## config.mk

```make
export PLATFORM = sky130hd
export DESIGN_NAME = heap_sort_arbiter
export DESIGN_NICKNAME = d
export VERILOG_FILES = /design/src/rtl/heap_sort_pkg.sv /design/src/rtl/heap_sort_rr_arb2.sv /design/src/rtl/heap_sort_arbiter.sv
export SDC_FILE = /design/constraint.sdc
export NUM_CORES = 1
export LEC_CHECK = 0
export ABC_AREA = 1
export CAP_MARGIN = 10
export CORE_AREA = 2 2 318 320
export DETAILED_ROUTE_END_ITERATION = 7
export DIE_AREA = 0 0 320 322
export PLACE_DENSITY_LB_ADDON = 0.3
export RECOVER_POWER = 25
export SYNTH_ARGS = -nofsm -noshare
export SYNTH_HDL_FRONTEND = slang
export SYNTH_HIERARCHICAL = 1
export SYNTH_SLANG_ARGS = --single-unit
```

## constraint.sdc

```tcl
create_clock -name system1000 -period 11.44 [get_ports system1000]
set_clock_uncertainty 0.1 [all_clocks]
set_input_delay 2.288 -clock system1000 [delete_from_list [all_inputs] [get_ports system1000]]
set_output_delay 2.288 -clock system1000 [all_outputs]
set_load 0.01 [all_outputs]
```

## src/rtl/heap_sort_pkg.sv

```systemverilog
// Shared sizing, FSM state type and round-robin helper for the heap-sort arbiter.
package heap_sort_pkg;

  localparam int unsigned ELEM_W    = 23;
  localparam int unsigned ELEM_N    = 7;
  localparam int unsigned VEC_W_DEF = ELEM_W * ELEM_N;

  typedef enum logic [1:0] {
    ST_IDLE,
    ST_ISSUE,
    ST_WAIT,
    ST_RESP
  } arb_state_e;

  // One-hot grant for two requesters; on a tie the one not granted last wins.
  function automatic logic [1:0] rr_pick(input logic [1:0] req, input logic last);
    logic [1:0] g;
    if (req == 2'b11) begin
      g = last ? 2'b01 : 2'b10;
    end else begin
      g = req;
    end
    return g;
  endfunction

endpackage

```

## src/rtl/heap_sort_rr_arb2.sv

```systemverilog
// Two-way round-robin grant; history resets so requester 0 wins the first tie.
module heap_sort_rr_arb2
  import heap_sort_pkg::*;
(
  input  logic       clk_i,
  input  logic       rst_i,
  input  logic [1:0] req_i,
  input  logic       en_i,
  output logic [1:0] gnt_o,
  output logic       gnt_id_o
);

  logic last_q, last_d;

  always_comb begin
    gnt_o    = rr_pick(req_i, last_q);
    gnt_id_o = gnt_o[1];
    last_d   = last_q;
    if (en_i && (req_i != 2'b00)) begin
      last_d = gnt_id_o;
    end
  end

  always_ff @(posedge clk_i or posedge rst_i) begin
    if (rst_i) begin
      last_q <= 1'b1;
    end else begin
      last_q <= last_d;
    end
  end

endmodule

```

## src/rtl/heap_sort_arbiter.sv

```systemverilog
// Round-robin front end sharing one heap-sort engine between two requesters.
// Optional watchdog abort in WAIT: define HEAP_SORT_ARB_TIMEOUT_EN.
module heap_sort_arbiter
  import heap_sort_pkg::*;
#(
  parameter int unsigned VEC_W       = VEC_W_DEF,
  parameter int unsigned TIMEOUT_CYC = 64
) (
  input  logic             system1000,
  input  logic             system1000_rst,
  input  logic             req0_valid_i,
  input  logic             req1_valid_i,
  input  logic [VEC_W-1:0] req0_vec_i,
  input  logic [VEC_W-1:0] req1_vec_i,
  output logic             req0_ready_o,
  output logic             req1_ready_o,
  output logic             resp0_valid_o,
  output logic             resp1_valid_o,
  input  logic             resp0_ready_i,
  input  logic             resp1_ready_i,
  output logic [VEC_W-1:0] resp_vec_o,
  output logic             resp_err_o,
  output logic             eng_start_o,
  output logic [VEC_W-1:0] eng_vec_o,
  input  logic             eng_done_i,
  input  logic [VEC_W-1:0] eng_vec_i,
  output logic             busy_o
);

  arb_state_e       state_q, state_d;
  logic [VEC_W-1:0] vec_q, vec_d;
  logic [VEC_W-1:0] res_q, res_d;
  logic             id_q, id_d;
  logic [1:0]       gnt;
  logic             gnt_id;
  logic             arb_en;
  logic             resp_take;
  logic             wd_fire;

  assign arb_en = (state_q == ST_IDLE);

  heap_sort_rr_arb2 u_arb (
    .clk_i    (system1000),
    .rst_i    (system1000_rst),
    .req_i    ({req1_valid_i, req0_valid_i}),
    .en_i     (arb_en),
    .gnt_o    (gnt),
    .gnt_id_o (gnt_id)
  );

  assign resp_take = id_q ? resp1_ready_i : resp0_ready_i;

`ifdef HEAP_SORT_ARB_TIMEOUT_EN
  localparam int unsigned CNT_W = $clog2(TIMEOUT_CYC + 1);

  logic [CNT_W-1:0] cnt_q, cnt_d;
  logic             err_q, err_d;

  assign wd_fire = (state_q == ST_WAIT) && !eng_done_i &&
                   (cnt_q == CNT_W'(TIMEOUT_CYC - 1));

  always_comb begin
    cnt_d = '0;
    err_d = err_q;
    if (state_q == ST_WAIT) begin
      if (eng_done_i) begin
        err_d = 1'b0;
      end else begin
        cnt_d = cnt_q + CNT_W'(1);
        if (wd_fire) begin
          err_d = 1'b1;
        end
      end
    end
  end

  always_ff @(posedge system1000 or posedge system1000_rst) begin
    if (system1000_rst) begin
      cnt_q <= '0;
      err_q <= 1'b0;
    end else begin
      cnt_q <= cnt_d;
      err_q <= err_d;
    end
  end

  assign resp_err_o = err_q;
`else
  logic timeout_unused;

  assign timeout_unused = (TIMEOUT_CYC != 0);
  assign wd_fire        = 1'b0;
  assign resp_err_o     = 1'b0;
`endif

  always_comb begin
    state_d = state_q;
    vec_d   = vec_q;
    id_d    = id_q;
    res_d   = res_q;
    unique case (state_q)
      ST_IDLE: begin
        if (gnt != 2'b00) begin
          vec_d   = gnt_id ? req1_vec_i : req0_vec_i;
          id_d    = gnt_id;
          state_d = ST_ISSUE;
        end
      end
      ST_ISSUE: state_d = ST_WAIT;
      ST_WAIT: begin
        if (eng_done_i) begin
          res_d   = eng_vec_i;
          state_d = ST_RESP;
        end else if (wd_fire) begin
          res_d   = '0;
          state_d = ST_RESP;
        end
      end
      ST_RESP: begin
        if (resp_take) begin
          state_d = ST_IDLE;
        end
      end
      default: state_d = ST_IDLE;
    endcase
  end

  always_ff @(posedge system1000 or posedge system1000_rst) begin
    if (system1000_rst) begin
      state_q <= ST_IDLE;
      vec_q   <= '0;
      id_q    <= 1'b0;
      res_q   <= '0;
    end else begin
      state_q <= state_d;
      vec_q   <= vec_d;
      id_q    <= id_d;
      res_q   <= res_d;
    end
  end

  // Grant is combinational in IDLE, so mask it while reset is held.
  assign req0_ready_o  = arb_en && gnt[0] && !system1000_rst;
  assign req1_ready_o  = arb_en && gnt[1] && !system1000_rst;
  assign resp0_valid_o = (state_q == ST_RESP) && !id_q;
  assign resp1_valid_o = (state_q == ST_RESP) && id_q;
  assign eng_start_o   = (state_q == ST_ISSUE);
  assign eng_vec_o     = vec_q;
  assign resp_vec_o    = res_q;
  assign busy_o        = (state_q != ST_IDLE);

endmodule
```

==> results of run 1 <==
[power groups by stage]
stage / clock network (µW) / logic [µW] / registers, µW
detailed placement: 0 / 2990 / 2090
floorplan: 0 / 998 / 2320
CTS: 1460 / 3000 / 2080
global placement: 0 / 2990 / 2090
global route: 1510 / 3190 / 2160
finish: 1390 / 2950 / 2080
[cells in the mapped netlist, types with 2 or more instances]
cell,instances
sky130_fd_sc_hd__nand2_1,334
sky130_fd_sc_hd__dfrtp_1,325
sky130_fd_sc_hd__o211ai_1,161
sky130_fd_sc_hd__or2_0,159
sky130_fd_sc_hd__mux2_1,90
sky130_fd_sc_hd__mux2_2,71
sky130_fd_sc_hd__clkbuf_1,31
sky130_fd_sc_hd__buf_6,27
sky130_fd_sc_hd__buf_2,24
sky130_fd_sc_hd__inv_1,10
sky130_fd_sc_hd__buf_4,5
sky130_fd_sc_hd__ha_1,5
sky130_fd_sc_hd__inv_2,5
sky130_fd_sc_hd__nand3_1,4
sky130_fd_sc_hd__nand4_1,2
sky130_fd_sc_hd__nor3_1,2
sky130_fd_sc_hd__or2_2,2
[logic make-up (layout without fill, tap and decap cells)]
family / count (synthesis) / count (layout) / share of synthesized area, %
AO/OA/AOI/OAI: 165 / 165 / 8.685
adder cells (fa/ha/maj): 5 / 5 / 0.4391
buffers and inverters: 104 / 921 / 4.584
flip-flops: 326 / 326 / 57.26
multiplexers: 161 / 161 / 12.72
other: 1 / 7 / 0.02632
AND/OR/NAND/NOR: 506 / 506 / 16.28
[worst paths after layout]
| check | to | slack (ps) | cells past startpoint |
|---|---|---|---|
| setup reg to reg | resp_vec_o[157]$_DFFE_PP0P_ | 5900 | 5 |
| max in group asynchronous | eng_vec_o[14]$_DFFE_PP0P_ | 5400 | 3 |
| min in group asynchronous | u_arb/last_q$_DFFE_PP1P_ | 2170 | 2 |
| hold / removal | eng_vec_o[106]$_DFFE_PP0P_ | 370 | 2 |
| setup / recovery | resp_vec_o[157]$_DFFE_PP0P_ | 4360 | 4 |
| hold reg to reg | eng_vec_o[106]$_DFFE_PP0P_ | 370 | 2 |
[metal layers]
layer	vias to the layer above	wire [µm]	global-route usage, %
met5	-	26	0
met4	4	1570	3.975
met3	82	4385	3.496
met2	431	31200	20.07
met1	5906	23380	12.51
li1	5851	-	-
[cells in the final DEF (no fill, tap or decap), types with 3 or more instances in the layout]
cell type	count
sky130_fd_sc_hd__clkdlybuf4s50_1	814
sky130_fd_sc_hd__o211ai_1	161
sky130_fd_sc_hd__nand3_1	4
sky130_fd_sc_hd__clkbuf_8	9
sky130_fd_sc_hd__clkbuf_16	43
sky130_fd_sc_hd__buf_12	3
sky130_fd_sc_hd__buf_4	8
sky130_fd_sc_hd__nand2_1	335
sky130_fd_sc_hd__ha_1	5
sky130_fd_sc_hd__bufinv_16	3
sky130_fd_sc_hd__inv_1	9
sky130_fd_sc_hd__or2_0	159
sky130_fd_sc_hd__dfrtp_1	325
sky130_fd_sc_hd__mux2_1	90
sky130_fd_sc_hd__mux2_2	71
sky130_fd_sc_hd__dlygate4sd3_1	3
sky130_fd_sc_hd__clkbuf_1	9
sky130_fd_sc_hd__clkinv_2	10
sky130_fd_sc_hd__diode_2	6
[critical path: stages]
cell and delay [ps]:
sky130_fd_sc_hd__dlygate4sd3_1 600, sky130_fd_sc_hd__nand2_1 2930, sky130_fd_sc_hd__buf_4 1090, sky130_fd_sc_hd__mux2_1 390
[area by class of cell]
class	count	area [µm²]	area share, %
antenna	6	15.01	0.05998
clock buffer	61	1234	4.928
clock inverter	17	200.2	0.7997
inverter	15	62.56	0.2499
multi-input combinational	838	5441	21.74
sequential	326	8159	32.59
tap	1298	1624	6.487
timing repair buffer	828	8298	33.15
[state kept, by name, summed over array words and instances, names as in the netlist]
name and count:
id_q 1, state_q 2, resp_vec_o 161, eng_vec_o 161, u_arb/last_q 1
[metrics by stage]
step | hold slack, ps | utilization (%)
global placement | 361.4 | 23.72
floorplan | 351.9 | -
detailed placement | 364.6 | 23.72
global route | 389.1 | 25.14
finish | 374.5 | 25.14
CTS | 379.0 | 25.16
==> Flow_metrics.wiki, run 1 <==
{| class="wikitable"
! Metric !! Value
|-
| Status || finished with violations
|-
| Category of the critical setup timing path || input pin to flop
|-
| Worst-case setup slack after placement || a little over 5000 ps
|-
| Asr flop ratio synth || between 90% and 100%
|-
| Gate count of the mapped netlist || 1268
|-
| RSZ-0062 raised after global routing || no
|-
| Number of global-route vias before repair || 12730
|-
| Num CTS Buffers || 43
|-
| Detailed router's first-iteration violation count || about 660
|-
| Setup-failing EPs final || 0
|-
| Detailed-route wire length per cell || between 15 and 20 µm
|-
| Total power after layout || ~6400 µW
|-
| Ys Warns || 6
|-
| CP Data Required Time || around 12000 ps
|-
| Beginning of the worst hold path || eng_vec_o[106]$_DFFE_PP0P_
|-
| Design internal power || about 4200 µW
|-
| # DRC || 0
|-
| Static Leak || 0.01021 µW
|-
| Initial Util || 14.31%
|-
| Post-Syn Area || between 10000 and 15000 µm²
|-
| Ratio of routed vias to standard cells || between 3 and 4
|-
| Share of total power in combinational logic || a little under half
|-
| Crit-path max FO || between 90 and 100
|-
| Count of nets left with antenna violations after detail routing || 0
|-
| Die Area || approximately 100000 µm²
|-
| Peak supply drop || 194.0 µV
|-
| Highest Clock Rate || about 140 MHz
|-
| Share of final-layout standard cells stronger than drive strength 1 || between 7 and 8%
|-
| Clock tree from TritonCTS || yes
|-
| Clock-pin slew on the worst setup and hold paths || approximately 60 ps
|-
| Post-synthesis average cell area || ~11 µm²
|-
| Max_slew headroom || -203.1%
|-
| Post-cts repair resize count || 0
|-
| Overflow left after global routing || 0
|-
| Worst setup startpoint || eng_done_i
|-
| Switching share of power || a little over a third
|-
| Net load switching power || 2241 µW
|-
| Global placement routability congestion || 0.7757
|-
| Setup WS post-layout || between 4000 and 5000 ps
|-
| Number of max-cap violations || 3
|-
| Final count of hold timing violations || 0
|-
| Part of the Yosys area used for sequential elements || a little under three fifths
|-
| First-pass iteration count of the detailed router || 4
|-
| Cell variety after synth || 28
|-
| Min Tclk post-route || 7083 ps
|-
| Power density over the cells || around 260 nW/µm²
|-
| Number of max-slew violations in the final report || ~210
|-
| Worst setup EP type || flop
|-
| Synth-to-layout area growth || 75.69%
|-
| Proportion of netlist area held by the largest area contributor || 57.08%
|-
| Final-stage net count || ~2500
|-
| Register share of total power || between 30% and 40%
|-
| Worst-Margin Slew || about 4500 ps
|-
| Main synth FF type || sky130_fd_sc_hd__dfrtp_1
|-
| Tightest Hold Check Type || flop to flop
|-
| Post-synth EDFFs || 0
|-
| Site row count || roughly 120
|-
| Pin count of the biggest net entering global routing || 147
|-
| Net count after synthesis || around 1800
|-
| Top cell type by total area after synthesis || sky130_fd_sc_hd__dfrtp_1
|-
| Startpoint type of the worst setup path || input pin
|-
| Clock root buffer master || sky130_fd_sc_hd__clkbuf_16
|-
| Total of flip-flops plus latches after synthesis || about 330
|-
| Startpoint of the lowest-slack register-to-register path || state_q[0]$_DFFE_PP0P_
|-
| Sum of negative setup slack || 0 ps
|-
| IO Count || about 820
|-
| Clk Latency, worst-skew pair || ~590 ps
|-
| Final design instance area without fill || about 25000 µm²
|-
| Area after detailed placement || between 20000 and 25000 µm²
|-
| Chip width || approximately 320 µm
|-
| Initial antenna violation count || 7
|-
| Layout fillers || ~11000
|-
| Buffer count from post-CTS setup fixing || 0
|-
| Total Routing Usage GR || ~11%
|-
| Buffers added on ports || roughly 820
|-
| Maximum level of the CTS H-tree || 2
|-
| Clock Sink Count || 326
|-
| Die extent in y || between 300 and 400 µm
|-
| HPWL after detailed placement || around 44 mm
|-
| Arr. time, crit path || 7460 ps
|-
| Number of hold buffers added after CTS || 0
|-
| Top cells by area, synth || sky130_fd_sc_hd__dfrtp_1 57%, sky130_fd_sc_hd__nand2_1 8.8%, sky130_fd_sc_hd__o211ai_1 8.5%, sky130_fd_sc_hd__mux2_1 7.1%, sky130_fd_sc_hd__or2_0 7.0%
|-
| Clock buffer depth || 3
|-
| Violations in the final reports || max-capacitance violations, max-slew violations
|-
| Wire length of the first global-routing pass || 86.82 mm
|-
| Core area || between 90000 and 100000 µm²
|-
| Vias || around 12000
|-
| Clock group share of total power || about 22%
|-
| Final period util || 61.91%
|-
| Number of placed cells counting well taps || 3305
|-
| DRT Wirelength || 60.57 mm
|-
| Final std cells w/o fill || about 3400
|}
Note: power is estimated with default switching activity, not from simulation.
==> inputs of run 2 (changes only) <==
==> constraint.sdc (replaced) <==
create_clock -name system1000 -period 6 [get_ports system1000]
set_clock_uncertainty 0.1 [all_clocks]
set_input_delay 1.2 -clock system1000 [delete_from_list [all_inputs] [get_ports system1000]]
set_output_delay 1.2 -clock system1000 [all_outputs]
set_load 0.01 [all_outputs]
==> run 2 against run 1 <==
The flow still finishes with violations (max-capacitance violations, max-slew violations). Worst hold slack barely moved. Die area did not move. Wire length fell by 0.86%. Register-to-register slack got worse by 3900 ps. Count of clock-buffer cells in the layout rose by 4. Flip-flop and latch count did not move. Combinational power rose by 92%. Setup slack got worse by 2900 ps. Cell area rose by 0.15%. Utilization barely moved. Largest power group unchanged. Highest routed layer is now met4.
==> Flow_metrics.wiki, run 2 (synthesis gave the netlist of run 1 again) <==
{| class="wikitable"
! Metric !! Value
|-
| Site row count || 116 (unchanged)
|-
| Most frequent standard cell in the layout excluding fill and tap cells || sky130_fd_sc_hd__clkdlybuf4s50_1
|-
| IO Count || 819 (unchanged)
|-
| Clock tree from TritonCTS || yes
|-
| Worst-Margin Slew || 2758 ps (-1788 ps)
|-
| Cell-by-cell listing of the critical path || dlygate4sd3_1 > a21boi_0 > clkinv_1 > nor3_1 > clkdlybuf4s50_1
|-
| Chip width || 320 µm (unchanged)
|-
| Number of placed cells counting well taps || 3310 (+0.15%)
|-
| Clk Latency, worst-skew pair || 580 ps (about the same)
|-
| Number of hold buffers added after CTS || 0 (unchanged)
|-
| Buffer count from post-CTS setup fixing || 0 (unchanged)
|-
| Final std cells w/o fill || 3389 (unchanged)
|-
| Net load switching power || 4248 µW (+90%)
|-
| Max_slew headroom || -83.90% (+120 points)
|-
| Startpoint type of the worst setup path || input pin
|-
| Status || finished with violations
|-
| Clock root buffer master || sky130_fd_sc_hd__clkbuf_16
|-
| Final period util || between 70% and 80%
|-
| Peak supply drop || 255.8 µV (+32%)
|-
| Highest Clock Rate || 218.6 MHz
|-
| Number of max-cap violations || 1 (-2)
|-
| Setup-failing EPs final || 0 (unchanged)
|-
| Clock group share of total power || 21.0% (-0.7 points)
|-
| # DRC || 0 (unchanged)
|-
| Total Routing Usage GR || 11.19% (-0.040 points)
|-
| Number of global-route vias before repair || 12960 (+1.8%)
|-
| Clock buffer depth || 3 (unchanged)
|-
| Num CTS Buffers || 43 (unchanged)
|-
| HPWL after detailed placement || 44.41 mm (+1.1%)
|-
| Vias || 12290 (+0.11%)
|-
| Arr. time, crit path || 3280 ps (-4180 ps)
|-
| Highest cell delay on the worst timing path || 610 ps (-2320 ps)
|-
| Overflow left after global routing || 0 (unchanged)
|-
| DRT Wirelength || 60.05 mm (-0.86%)
|-
| Final count of hold timing violations || 0 (unchanged)
|-
| CP Data Required Time || 4700 ps (-7110 ps)
|-
| Number of max-slew violations in the final report || 108 (-48%)
|-
| Register share of total power || 32.5% (about the same)
|-
| RSZ-0062 raised after global routing || no
|-
| Cell with the biggest individual delay on the critical path || sky130_fd_sc_hd__dlygate4sd3_1
|-
| Ratio of routed vias to standard cells || 3.626 (+0.11%)
|-
| Highest-count cells in the layout ignoring fill and taps || 814 x sky130_fd_sc_hd__clkdlybuf4s50_1, 334 x sky130_fd_sc_hd__nand2_1, 325 x sky130_fd_sc_hd__dfrtp_1
|-
| Initial antenna violation count || 6 (-1)
|-
| Detailed-route wire length per cell || 17.72 µm (-0.86%)
|-
| Initial Util || 14.31% (unchanged)
|-
| Die extent in y || 322 µm (unchanged)
|-
| Share of total power in combinational logic || 46.5% (+0.6 points)
|-
| Sum of negative setup slack || 0 ps (unchanged)
|-
| Pin count of the biggest net entering global routing || 143 (-2.7%)
|-
| Count of nets left with antenna violations after detail routing || 0 (unchanged)
|-
| Global placement routability congestion || 0.7589 (-2.2%)
|-
| Tightest Hold Check Type || flop to flop
|-
| Slack of the worst reg-to-reg path || 1990 ps (-3910 ps)
|-
| Core area || 99570 µm² (unchanged)
|-
| Die Area || 103000 µm² (unchanged)
|-
| Synth-to-layout area growth || 75.95%
|-
| Static Leak || 0.01023 µW (+0.16%)
|-
| Worst setup EP type || output port
|-
| Detailed router's first-iteration violation count || 452 (-31%)
|-
| Crit-path max FO || 3 (-97%)
|-
| Power density over the cells || 485.1 nW/µm² (+89%)
|-
| Post-cts repair resize count || 0 (unchanged)
|-
| Category of the critical setup timing path || input pin to output port
|-
| Buffers added on ports || 817 (unchanged)
|-
| Clock Sink Count || 326 (unchanged)
|-
| First-pass iteration count of the detailed router || 7 (+3)
|-
| Min Tclk post-route || 4575 ps
|-
| Design internal power || 7914 µW (+89%)
|-
| Share of final-layout standard cells stronger than drive strength 1 || 7.755% (+0.081 points)
|-
| Switching share of power || 34.93% (+0.039 points)
|-
| Clock-pin slew on the worst setup and hold paths || 60 ps (about the same)
|-
| Maximum level of the CTS H-tree || 2 (unchanged)
|-
| Wire length of the first global-routing pass || 87.13 mm (+0.36%)
|-
| Final-stage net count || 2552 (+0.20%)
|-
| Violations in the final reports || max-capacitance violations, max-slew violations
|}
==> run 2: cell types whose count changed in the layout (fill, tap and decap cells not counted), sizes merged <==
cell,change
buf,+3
inv,+1
clkinv,-3
clkbuf,+6
clkinvlp,-1
bufinv,-2
diode,-4
==> run 2: path summary, 6_finish.rpt <==
| path | depth (start not counted) | to | startpoint |
|---|---|---|---|
| setup / recovery | 5 | req0_ready_o | req0_valid_i |
| hold / removal | 2 | eng_vec_o[147]$_DFFE_PP0P_ | eng_vec_o[147]$_DFFE_PP0P_ |
| setup reg to reg | 5 | resp_vec_o[6]$_DFFE_PP0P_ | state_q[0]$_DFFE_PP0P_ |
| hold reg to reg | 2 | eng_vec_o[147]$_DFFE_PP0P_ | eng_vec_o[147]$_DFFE_PP0P_ |
| max in group asynchronous | 3 | resp_vec_o[130]$_DFFE_PP0P_ | system1000_rst |
| min in group asynchronous | 2 | u_arb/last_q$_DFFE_PP1P_ | system1000_rst |
==> run 2: final cells by class <==
cell class	instances	area, µm²
antenna	2	5.005
inverter	15	65.06
fill	10670	74500
multi-input combinational	838	5455
timing repair buffer	833	8378
clock buffer	65	1269
tap	1298	1624
clock inverter	12	115.1
sequential	326	8159
==> run 2: stage by stage <==
step / util, % / setup WS (ps) / area [µm²] / total power [µW] / hold WS [ps]
finish: 25.18 / 1425 / 25070 / 12160 / 374.2
floorplan: - / 363.3 / 14250 / 6334 / 351.9
global route: 25.18 / 1270 / 25070 / 12990 / 389.0
CTS: 25.20 / 1633 / 25090 / 12400 / 380.2
global placement: 23.81 / 1619 / 23710 / 9707 / 362.4
detailed placement: 23.81 / 1650 / 23710 / 9723 / 364.3
==> run 2: power by group through the flow <==
stage / registers [µW] / logic, µW / clock network [µW]
2_1_floorplan: 4430 / 1900 / 0
3_3_place_gp: 3960 / 5750 / 0
3_5_place_dp: 3970 / 5750 / 0
4_1_cts: 3960 / 5780 / 2670
5_1_grt: 4100 / 6130 / 2750
6_report: 3950 / 5650 / 2560
==> run 2: critical path, delay by kind of cell <==
kind            cells  cell delay [ps]
buf+inv             3             1440
compound gates      1              380
simple gates        1              240
==> run 2: layer usage <==
layer / part of all wire [%] / wire length [µm] / GRT usage (%) / up-vias
met5: 0 / 0 / 0 / -
li1: - / - / - / 5852
met2: 50 / 30320 / 19.60 / 458
met3: 7.6 / 4567 / 3.678 / 72
met1: 39 / 23690 / 12.84 / 5905
met4: 2.4 / 1467 / 3.474 / 0
